<file path="src/rtl/foo_pkg.sv">
`default_nettype none
// ============================================================================
// Module   : foo_pkg
// Purpose  : Shared types and constants for the foo instance server.
//            Holds the request opcode and response status encodings, the FSM
//            state encoding and the default operand/state width.
// Revision : 1.0  initial release
// ============================================================================
package foo_pkg;

  // Default operand/state/result width
  localparam int FOO_DATA_W = 64;

  // Request opcode (2 bits on the wire)
  typedef enum logic [1:0] {
    FOO_OP_CREATE = 2'd0,
    FOO_OP_EVAL   = 2'd1,
    FOO_OP_FINAL  = 2'd2,
    FOO_OP_RSVD   = 2'd3
  } foo_op_e;

  // Response status (2 bits on the wire)
  typedef enum logic [1:0] {
    FOO_ST_OK         = 2'd0,
    FOO_ST_NO_SLOT    = 2'd1,
    FOO_ST_BAD_HANDLE = 2'd2,
    FOO_ST_BAD_OP     = 2'd3
  } foo_status_e;

  // Server request-processing FSM
  typedef enum logic [1:0] {
    FOO_FSM_IDLE = 2'd0,
    FOO_FSM_EXEC = 2'd1,
    FOO_FSM_RESP = 2'd2
  } foo_fsm_e;

endpackage : foo_pkg
`default_nettype wire

</file>
<file path="src/rtl/foo_slot_alloc.sv">
`default_nettype none
// ============================================================================
// Module   : foo_slot_alloc
// Purpose  : Combinational priority encoder returning the lowest-index free
//            slot in a live bitmap.
// Ports    : i_live      in  NUM_SLOTS  bit i set = slot i is live
//            o_free_idx  out HANDLE_W   lowest free slot (0 when none free)
//            o_any_free  out 1          at least one slot is free
// Revision : 1.0  initial release
// ============================================================================
module foo_slot_alloc #(
  parameter int NUM_SLOTS = 4,
  parameter int HANDLE_W  = 2
) (
  input  logic [NUM_SLOTS-1:0] i_live,
  output logic [HANDLE_W-1:0]  o_free_idx,
  output logic                 o_any_free
);

  // Scan from the top down so the lowest free index is the last one written.
  always_comb begin
    o_free_idx = '0;
    o_any_free = 1'b0;
    for (int i = NUM_SLOTS - 1; i >= 0; i--) begin
      if (!i_live[i]) begin
        o_free_idx = HANDLE_W'(i);
        o_any_free = 1'b1;
      end
    end
  end

endmodule : foo_slot_alloc
`default_nettype wire

</file>
<file path="src/rtl/foo_instance_server.sv">
`default_nettype none
// ============================================================================
// Module   : foo_instance_server
// Purpose  : Responder for the foo black-box call interface. Serves CREATE,
//            EVAL and FINAL requests against per-instance accumulator slots.
//            One request in flight: IDLE (accept) -> EXEC -> RESP -> IDLE.
// Ports    : clk, rst                    clock / async active-high reset
//            req_valid/req_ready         request handshake
//            req_op, req_handle, req_a   request fields (sampled at accept)
//            rsp_valid/rsp_ready         response handshake
//            rsp_status, rsp_handle,
//            rsp_x                       response fields (stable in RESP)
//            live_count                  number of live handles
// Revision : 1.0  initial release
// ============================================================================
module foo_instance_server
  import foo_pkg::*;
#(
  parameter  int NUM_SLOTS = 4,
  parameter  int DATA_W    = FOO_DATA_W,
  localparam int HANDLE_W  = $clog2(NUM_SLOTS)
) (
  input  logic                clk,
  input  logic                rst,
  input  logic                req_valid,
  output logic                req_ready,
  input  logic [1:0]          req_op,
  input  logic [HANDLE_W-1:0] req_handle,
  input  logic [DATA_W-1:0]   req_a,
  output logic                rsp_valid,
  input  logic                rsp_ready,
  output logic [1:0]          rsp_status,
  output logic [HANDLE_W-1:0] rsp_handle,
  output logic [DATA_W-1:0]   rsp_x,
  output logic [HANDLE_W:0]   live_count
);

  localparam logic [HANDLE_W:0] c_cnt_one   = (HANDLE_W+1)'(1);
  localparam logic [HANDLE_W:0] c_num_slots = (HANDLE_W+1)'(NUM_SLOTS);

  // --------------------------------------------------------------------------
  // State
  // --------------------------------------------------------------------------
  foo_fsm_e              r_fsm;
  foo_fsm_e              w_fsm_next;

  foo_op_e               r_op;
  logic [HANDLE_W-1:0]   r_handle;
  logic [DATA_W-1:0]     r_a;

  logic [NUM_SLOTS-1:0]  r_live;
  logic [DATA_W-1:0]     r_state [NUM_SLOTS];
  logic [HANDLE_W:0]     r_live_count;

  foo_status_e           r_rsp_status;
  logic [HANDLE_W-1:0]   r_rsp_handle;
  logic [DATA_W-1:0]     r_rsp_x;

  logic                  w_accept;

  // --------------------------------------------------------------------------
  // Free-slot lookup
  // --------------------------------------------------------------------------
  logic [HANDLE_W-1:0]   w_free_idx;
  logic                  w_any_free;

  foo_slot_alloc #(
    .NUM_SLOTS (NUM_SLOTS),
    .HANDLE_W  (HANDLE_W)
  ) u_slot_alloc (
    .i_live     (r_live),
    .o_free_idx (w_free_idx),
    .o_any_free (w_any_free)
  );

  // --------------------------------------------------------------------------
  // FSM: state register
  // --------------------------------------------------------------------------
  always_ff @(posedge clk or posedge rst) begin
    if (rst) begin
      r_fsm <= FOO_FSM_IDLE;
    end else begin
      r_fsm <= w_fsm_next;
    end
  end

  // --------------------------------------------------------------------------
  // FSM: next state and handshake outputs
  // --------------------------------------------------------------------------
  always_comb begin
    w_fsm_next = r_fsm;
    // The state register already sits in IDLE during reset; gate with rst so
    // the requester never sees ready while the server is held in reset.
    req_ready  = 1'b0;
    rsp_valid  = 1'b0;
    unique case (r_fsm)
      FOO_FSM_IDLE: begin
        req_ready = ~rst;
        if (req_valid) begin
          w_fsm_next = FOO_FSM_EXEC;
        end
      end
      FOO_FSM_EXEC: begin
        w_fsm_next = FOO_FSM_RESP;
      end
      FOO_FSM_RESP: begin
        rsp_valid = 1'b1;
        if (rsp_ready) begin
          w_fsm_next = FOO_FSM_IDLE;
        end
      end
      default: begin
        w_fsm_next = FOO_FSM_IDLE;
      end
    endcase
  end

  assign w_accept = req_valid & req_ready;

  // --------------------------------------------------------------------------
  // Operation decode (evaluated against captured request; used in EXEC)
  // --------------------------------------------------------------------------
  logic                w_handle_ok;
  logic                w_hit;
  logic [DATA_W-1:0]   w_cur_state;
  foo_status_e         w_status;
  logic [HANDLE_W-1:0] w_rsp_handle;
  logic [DATA_W-1:0]   w_rsp_x;
  logic                w_wr_en;
  logic [HANDLE_W-1:0] w_wr_idx;
  logic [DATA_W-1:0]   w_wr_val;
  logic                w_set_live;
  logic                w_clr_live;

  // Only relevant when NUM_SLOTS is not a power of two.
  assign w_handle_ok = ({1'b0, r_handle} < c_num_slots);
  assign w_hit       = w_handle_ok && r_live[r_handle];
  assign w_cur_state = w_handle_ok ? r_state[r_handle] : '0;

  always_comb begin
    w_status     = FOO_ST_OK;
    w_rsp_handle = r_handle;
    w_rsp_x      = '0;
    w_wr_en      = 1'b0;
    w_wr_idx     = r_handle;
    w_wr_val     = '0;
    w_set_live   = 1'b0;
    w_clr_live   = 1'b0;
    unique case (r_op)
      FOO_OP_CREATE: begin
        if (w_any_free) begin
          w_rsp_handle = w_free_idx;
          w_wr_en      = 1'b1;
          w_wr_idx     = w_free_idx;
          w_set_live   = 1'b1;
        end else begin
          w_status     = FOO_ST_NO_SLOT;
          w_rsp_handle = '0;
        end
      end
      FOO_OP_EVAL: begin
        if (w_hit) begin
          // Carry out of the top bit is intentionally dropped.
          w_wr_val = w_cur_state + r_a;
          w_wr_en  = 1'b1;
          w_rsp_x  = w_wr_val;
        end else begin
          w_status = FOO_ST_BAD_HANDLE;
        end
      end
      FOO_OP_FINAL: begin
        if (w_hit) begin
          w_rsp_x    = w_cur_state;
          w_wr_en    = 1'b1;
          w_clr_live = 1'b1;
        end else begin
          w_status = FOO_ST_BAD_HANDLE;
        end
      end
      default: begin
        w_status = FOO_ST_BAD_OP;
      end
    endcase
  end

  // --------------------------------------------------------------------------
  // Datapath registers
  // --------------------------------------------------------------------------
  always_ff @(posedge clk or posedge rst) begin
    if (rst) begin
      r_op         <= FOO_OP_CREATE;
      r_handle     <= '0;
      r_a          <= '0;
      r_live       <= '0;
      r_live_count <= '0;
      r_rsp_status <= FOO_ST_OK;
      r_rsp_handle <= '0;
      r_rsp_x      <= '0;
      for (int i = 0; i < NUM_SLOTS; i++) begin
        r_state[i] <= '0;
      end
    end else begin
      if (w_accept) begin
        r_op     <= foo_op_e'(req_op);
        r_handle <= req_handle;
        r_a      <= req_a;
      end
      if (r_fsm == FOO_FSM_EXEC) begin
        r_rsp_status <= w_status;
        r_rsp_handle <= w_rsp_handle;
        r_rsp_x      <= w_rsp_x;
        if (w_wr_en) begin
          r_state[w_wr_idx] <= w_wr_val;
        end
        if (w_set_live) begin
          r_live[w_wr_idx] <= 1'b1;
          r_live_count     <= r_live_count + c_cnt_one;
        end else if (w_clr_live) begin
          r_live[w_wr_idx] <= 1'b0;
          r_live_count     <= r_live_count - c_cnt_one;
        end
      end
    end
  end

  assign rsp_status = r_rsp_status;
  assign rsp_handle = r_rsp_handle;
  assign rsp_x      = r_rsp_x;
  assign live_count = r_live_count;

endmodule : foo_instance_server
`default_nettype wire

</file>
<file path="config.mk">
export PLATFORM = sky130hd
export DESIGN_NAME = foo_instance_server
export DESIGN_NICKNAME = d
export VERILOG_FILES = /design/src/rtl/foo_pkg.sv /design/src/rtl/foo_slot_alloc.sv /design/src/rtl/foo_instance_server.sv
export SDC_FILE = /design/constraint.sdc
export NUM_CORES = 1
export LEC_CHECK = 0
export CAP_MARGIN = 20
export CORE_ASPECT_RATIO = 0.6
export CORE_UTILIZATION = 56
export DETAILED_ROUTE_END_ITERATION = 7
export GPL_TIMING_DRIVEN = 0
export PLACE_DENSITY = 0.76
export SYNTH_ARGS = -nofsm -noshare
export SYNTH_HDL_FRONTEND = slang
export SYNTH_SLANG_ARGS = --single-unit
</file>
<file path="constraint.sdc">
create_clock -name clk -period 26.9 [get_ports clk]
set_input_delay 4.035 -clock clk [delete_from_list [all_inputs] [get_ports clk]]
set_output_delay 4.035 -clock clk [all_outputs]
set_load 0.02 [all_outputs]
</file>
* Word-level counts from Yosys, hierarchy flattened *
Index checks and enable logic that the tools add are counted.
W data, S select, Z words.

operators by class
  bitwise operators = 7
  multiplexer cells = 43
  equal/unequal tests = 6
  reductions and logical operators = 9
  add/subtract/negate cells = 3
  order comparisons = 6

operator list
  kind                   count
  $mux W64               6
  $bwmux W256            1
  $bmux W64 S2           1
  $demux W64 S2          1
  $pmux W64 S2           1
  $add A64 B64 Y64       1
  $mux W2                11
  $mux W1                13
  $mux W4                2
  $ge A3 B3 Y1 const B   2
  $lt A2 B3 Y1 const B   2
  $mux W3                2
  $not A2 Y3             2
  $pmux W2 S3            1
  $reduce_and A2 Y1      3
  $and A4 B4 Y4          1
  $eq A2 B1 Y1 const B   2
  $eq A2 B2 Y1 const B   2
  $logic_not A2 Y1       2
  $ne A2 B2 Y1 const B   2
  $not A4 Y4             1
  $or A4 B4 Y4           1
  $pmux W2 S2            1
  $add A3 B1 Y3 const B  1
  11 further kinds       12

storage, ports and cells
  input port bits = 72
  logic and storage cells = 87
  bits in registers = 401

* Logic depth before layout (Yosys ltp) *
Gate-level depths: netlist of the first run.

  depth after elaboration = 14
  mapped depth = 18
  mapped depth without buffers = 15

* Cells and area by module *
From an unflattened synthesis of the first run, not the netlist that was laid out.

unflattened totals
  cell total of the unflattened synthesis = 2034
  area, all modules = 21202.8 µm²

modules (own cells, without submodules)
  module               area an instance (µm²)  times used  seq. area each (µm²)  cells each
  foo_instance_server  21174.1                 1           10034.6               2029
  foo_slot_alloc       28.8                    1           0.0                   5

* Worst setup path before layout of the first run *
Ideal clock, no wire load.

  path kind = input-to-reg
  start point = input rst
  end point = register r_a[10]
  data arrival time = 13959 ps
  path slack = 12817 ps
  library setup time = 125 ps
  required time = 26775 ps
  stages = 5
  path buffers = 2
  path through = inv_1 and2_1 clkbuf_1 clkbuf_1 mux2_2

on the way
  word-level cells in the longest chain between the ends = 3

RTL lines
  element                 RTL line                    text
  start: declaration      foo_instance_server.sv:24   input logic rst,
  $not A1 Y1              foo_instance_server.sv:98   req_ready = ~rst;
  $mux W1                 foo_instance_server.sv:96   unique case (r_fsm)
  $and A1 B1 Y1           foo_instance_server.sv:118  assign w_accept = req_valid & req_ready;
  end signal: assignment  foo_instance_server.sv:206  r_a <= req_a;
  end: declaration        foo_instance_server.sv:49   logic [DATA_W-1:0] r_a;

Every way passes these cells.
A chain may end at the register's enable or synchronous reset.

* Worst setup path in the final report of the first run *
  start point = input rst
  end point = output req_ready

on the way
  word-level cells in the longest chain between the ends = 2

RTL lines
  element           RTL line                   text
  $not A1 Y1        foo_instance_server.sv:98
  $mux W1           foo_instance_server.sv:96
  end: declaration  foo_instance_server.sv:26  output logic req_ready,

Every way passes these cells.

==> impl_metrics.tcl, run 1 <==
set metrics [dict create \
    min_period_over_period 0.348 \
    p_leak_uw 0.0104 \
    setup_viol 0 \
    end_kind "output pin" \
    peakVddDrop_uv 58.2 \
    tns_ns 0 \
    grt_pass1_vias 17300 \
    hold_violations 0 \
    dr.pass1.iters 6 \
    dp_slack_ns 17.51 \
    yosysUniqueCellTypes 72 \
    clk_path_buf_depth 3 \
    maxSlewHeadroom 0.322 \
    path_max_fanout 2 \
    vias 17800 \
    grt_max_degree 136 \
    synth-edff-count 0 \
    synth-seq-cells 401 \
    r2r_slack_ns 21.17 \
    whs_ns 0.476 \
    portBuffers 144 \
    start_kind "primary input" \
    clkLatencyLatePin_ns 0.57 \
    combPwrFrac 0.502 \
    switchingPower_uw 1400 \
    antenna_found_initial 0 \
    pwr-share-clk 0.179 \
    status "completed" \
    ios 145 \
    cp.arrival_ns 5.33 \
    synthCells 2072 \
    synth_top_family_by_area "compound AO/OA/AOI/OAI gates" \
    reg2reg_depth 16 \
    htreeDepth 2 \
    hold_end "r_state[6]" \
    period_needed_ns 9.37 \
    avgSynthCellArea_sq_um 9.92 \
    wl_per_cell_um 23.8 \
    initial_core_util 0.578 \
    gp_congestion 0.998 \
    synth_compound_area_frac 0.178 \
    hold_start "r_state[6]" \
    cts_tree "built" \
    synthSimpleGateAreaFrac 0.126 \
    clk_pin_slew_ns 0.06 \
    fp-row-count 53 \
    dp_hpwl_um 48000 \
    worstMarginPinSlew_ns 1.02 \
    synthArstFlopShare 1.00 \
    yosys_warnings 0 \
    syn_nets 2213 \
    nets 2400 \
    grt_usage 0.357 \
    fp.dieW_um 249 \
    maxSlewViolCount 0 \
    cts_hold_buffers 0 \
    p_seq_frac 0.319 \
    worstPathRequired_ns 22.86 \
    critPathKind "primary input to output pin" \
    synth_adder_area_share 0.0427 \
    power_density_mw_per_mm2 131 \
    finClkSkew_ns 0.0319 \
    core_area_sq_mm 0.0355 \
    die_h_um 150 \
    synth_xor_area_frac 0.0247 \
    hold_path.class "flip-flop to flip-flop" \
    cts_buffers 38 \
    synthMuxAreaShare 0.109 \
    grt_pass1_wl_um 101000 \
    ant_nets 0 \
    drv_cap 0 \
    clock_sinks 401 \
    drc 0 \
    viasPerCell 6.47 \
    rr_startpoint "r_handle[0]" \
    overflow 0 \
    dieArea_sq_mm 0.0375 \
    wl_um 65500 \
    syn-cell-area_sq_mm 0.0206 \
    drt-initial-drc-count 2081 \
    p_int_uw 1740 \
    post_cts_resized 0 \
    utilization 0.674 \
    grt_setup_unrepaired "no" \
    drive_above_1_share 0.111 \
    final.fill_count 2750 \
    root_buffer "clkbuf_16" \
    hold_depth 2 \
    synth.yosys.seq_area_share 0.488 \
    ys.flop_type "dfrtp_1" \
    cts_setup_buffers 0 \
    area_growth_pct 16.6 \
    clock.fmax_mhz 107 \
    postLayoutSetupSlackWorst_ns 17.53 \
    p_sw_frac 0.446 \
    r2r-end "r_state[235]" \
]
==> layer usage <==
| metal | routed length [um] | track usage | up-vias |
|---|---|---|---|
| met2 | 27300 | 0.503 | 1084 |
| met4 | 1900 | 0.117 | 0 |
| li1 | - | - | 7729 |
| met5 | 0 | 0 | - |
| met3 | 8200 | 0.108 | 141 |
| met1 | 28100 | 0.525 | 8880 |
==> placed cells by master (no fill, tap or decap), types with 10 or more instances in the layout <==
cell / count
a21o_1: 27
a21oi_1: 112
a22oi_1: 36
a31oi_1: 11
and2_1: 12
and3_1: 14
buf_1: 11
buf_2: 23
clkbuf_1: 108
clkbuf_16: 38
clkbuf_8: 13
clkdlybuf4s50_1: 144
dfrtp_1: 401
ha_1: 67
inv_1: 26
mux2_2: 69
mux4_2: 65
nand2_1: 436
nand2b_1: 16
nand3_1: 22
nand4_1: 25
nor2_1: 45
nor3_1: 10
o21ai_0: 350
o21ai_1: 18
o21bai_1: 13
xnor2_1: 31
xor2_1: 27
==> how the worst max path moves through the flow <==
stage,start,to,slack [ns],depth (start not counted)
2_1_floorplan,rst,async pin,11.70,1
3_3_place_gp,rst,r_state[170],7.45,2
3_5_place_dp,rst,req_ready,17.51,3
4_1_cts,rst,req_ready,17.52,3
5_1_grt,rst,req_ready,17.48,3
6_report,rst,req_ready,17.53,3
==> registers in the layout, indices dropped and copies added (netlist names), named ones only <==
signal / cells
r_handle: 2
rsp_handle: 2
r_a: 64
rsp_x: 64
rsp_status: 2
r_fsm: 2
r_op: 2
r_state: 256
live_count: 3
==> metrics by stage <==
stage | cells | instance area, sq um | power (uW)
2_1_floorplan | 2072 | 20600 | 2000
3_3_place_gp | 2683 | 22600 | 2470
3_5_place_dp | 2686 | 22700 | 2520
4_1_cts | 2755 | 24000 | 3090
5_1_grt | 2755 | 24000 | 3310
6_report | 2756 | 24000 | 3130
==> critical path: stages <==
cell,delay [ns]
clkdlybuf4s50_1,0.50
nor3_1,0.16
clkdlybuf4s50_1,0.63
==> cells by family (layout without fill, tap and decap cells) <==
kind of cell	after synthesis	after routing
adders and majority gates	69	69
other	0	1
DFF	401	401
muxes	135	135
AOI/OAI and AO/OA	636	636
xor gates and xnor gates	58	58
buffers and inverters	164	380
and+or+nand+nor	609	609
==> power by group through the flow <==
stage / Combinational, uW / Clock [uW] / Sequential, uW
floorplan: 1010 / 0 / 992
global placement: 1480 / 0 / 988
detailed placement: 1520 / 0 / 1000
CTS: 1530 / 562 / 994
global route: 1700 / 588 / 1020
finish: 1570 / 562 / 1000
==> cell type report <==
cell class	instances	area, sq um	area share
Inverter	27	109	0.00454
Multi-Input combinational cell	1507	9880	0.412
Buffer	137	544	0.0227
Clock buffer	57	1150	0.0481
Clock inverter	12	138	0.00574
Sequential cell	401	10000	0.419
Tap cell	467	584	0.0244
Timing Repair Buffer	147	1520	0.0636
Antenna cell	1	2.50	0.000104
==> Yosys cell counts, types with 31 or more instances <==
master | instances | area [sq um]
a21oi_1 | 112 | 561
a22oi_1 | 36 | 270
clkbuf_1 | 102 | 383
dfrtp_1 | 401 | 10000
ha_1 | 67 | 838
mux2_2 | 69 | 777
mux4_2 | 65 | 1460
nand2_1 | 436 | 1640
nor2_1 | 45 | 169
o21ai_0 | 350 | 1750
xnor2_1 | 31 | 272
(Power assumes the default switching activity.)
==> run 2: changes to the inputs <==
Clock period 26.9 ns to 9.1 ns, I/O delays scaled along.
==> impl_metrics.tcl, run 2 (synthesized netlist as in run 1, its figures left out) <==
set metrics [dict create \
    wl_um 66400 \
    cp.arrival_ns 6.25 \
    overflow 0 \
    dr.pass1.iters 6 \
    worstMarginPinSlew_ns 1.08 \
    cts_hold_buffers 0 \
    critPathKind "flip-flop to flip-flop" \
    clock_sinks 401 \
    clock.fmax_mhz 173 \
    grt_max_degree 45 \
    fp-row-count 53 \
    area_growth_pct 17.5 \
    path_max_fanout 10 \
    portBuffers 144 \
    grt_setup_unrepaired "no" \
    ant_nets 0 \
    status "completed" \
    root_buffer "clkbuf_16" \
    initial_core_util 0.578 \
    cts_buffers 38 \
    top_register "r_state" \
    antenna_found_initial 0 \
    min_period_over_period 0.636 \
    ios 145 \
    largest_reg_flops 256 \
    period_needed_ns 5.79 \
    antenna_cells 0 \
    r2r_slack_ns 3.31 \
    vias 17800 \
    fp.dieW_um 249 \
    p_leak_uw 0.0105 \
    drv_cap 0 \
    htreeDepth 2 \
    hold_path.class "flip-flop to flip-flop" \
    drt-initial-drc-count 1895 \
    layout_common_cells "nand2_1, dfrtp_1, o21ai_0" \
    core_area_sq_mm 0.0355 \
    peakVddDrop_uv 172 \
    layout_commonest_cell "nand2_1" \
    drive_above_1_share 0.113 \
    nets 2407 \
    cts_tree "built" \
    worstPathRequired_ns 9.57 \
    hold_violations 0 \
    maxSlewHeadroom 0.279 \
    clk_path_buf_depth 3 \
    tns_ns 0 \
    wl_per_cell_um 24.1 \
    clk_pin_slew_ns 0.07 \
    gp_congestion 0.996 \
    finClkSkew_ns 0.0225 \
    dp_hpwl_um 49100 \
    postLayoutSetupSlackWorst_ns 3.31 \
    die_h_um 150 \
    end_kind "flip-flop" \
    cts_setup_buffers 0 \
    dp_slack_ns 3.50 \
    start_kind "flip-flop" \
    setup_viol 0 \
    post_cts_resized 0 \
    viasPerCell 6.43 \
    maxSlewViolCount 0 \
    grt_pass1_vias 17500 \
    utilization 0.680 \
    dieArea_sq_mm 0.0375 \
    clkLatencyLatePin_ns 0.56 \
    power_density_mw_per_mm2 389 \
    grt_pass1_wl_um 103000 \
    drc 0 \
    grt_usage 0.362 \
]
run 2: final cells by class:
type / instances / area (sq um)
Clock inverter: 14 / 205
Timing Repair Buffer: 154 / 1640
Sequential cell: 401 / 10000
Tap cell: 467 / 584
Clock buffer: 55 / 1160
Multi-Input combinational cell: 1507 / 9880
Fill cell: 2764 / 11400
Inverter: 27 / 105
Buffer: 137 / 544
run 2: worst paths after layout:
check	cells past startpoint	to	from
setup / recovery	18	r_state[60]	r_handle[0]
hold / removal	1	live_count[2]	live_count[2]
setup reg to reg	18	r_state[60]	r_handle[0]
hold reg to reg	1	live_count[2]	live_count[2]
max in group asynchronous	6	r_state[110]	rst
min in group asynchronous	2	r_state[142]	rst
run 2: power by group:
group / switching, uW / total [uW] / internal (uW)
sequential: 469 / 2950 / 2480
clock: 727 / 1760 / 1030
combinational: 2980 / 4690 / 1720
total: 4170 / 9400 / 5230
run 2: critical path, cell delays in order (launching register included):
cell and delay [ns]:
dfrtp_1 0.32, buf_2 0.17, buf_1 0.68, buf_2 0.54
mux4_2 0.35, ha_1 0.17, inv_1 0.06, fa_1 0.42
nand2b_1 0.19, a21oi_1 0.23, o21ai_0 0.23, a21oi_1 0.61
a211oi_1 0.18, nand2b_1 0.28, nor3_2 0.44, a21oi_1 0.17
xnor2_1 0.19, nand2_1 0.17, o21ai_0 0.28
run 2: through the flow:
step,area (sq um),total power (uW),instances,hold slack (ns)
3_3_place_gp,22600,7340,2683,0.456
6_report,24200,9400,2762,0.474
2_1_floorplan,20600,5920,2072,0.443
4_1_cts,24200,9270,2762,0.477
5_1_grt,24200,9930,2762,0.497
3_5_place_dp,22800,7490,2693,0.462
run 2: layer usage:
| layer | GRT usage | vias to the layer above | share of wire | wire [um] |
|---|---|---|---|---|
| met5 | 0 | - | 0 | 0 |
| met1 | 0.540 | 8830 | 0.43 | 28700 |
| li1 | - | 7762 | - | - |
| met3 | 0.105 | 135 | 0.12 | 8260 |
| met2 | 0.513 | 1033 | 0.42 | 27600 |
| met4 | 0.105 | 0 | 0.028 | 1890 |
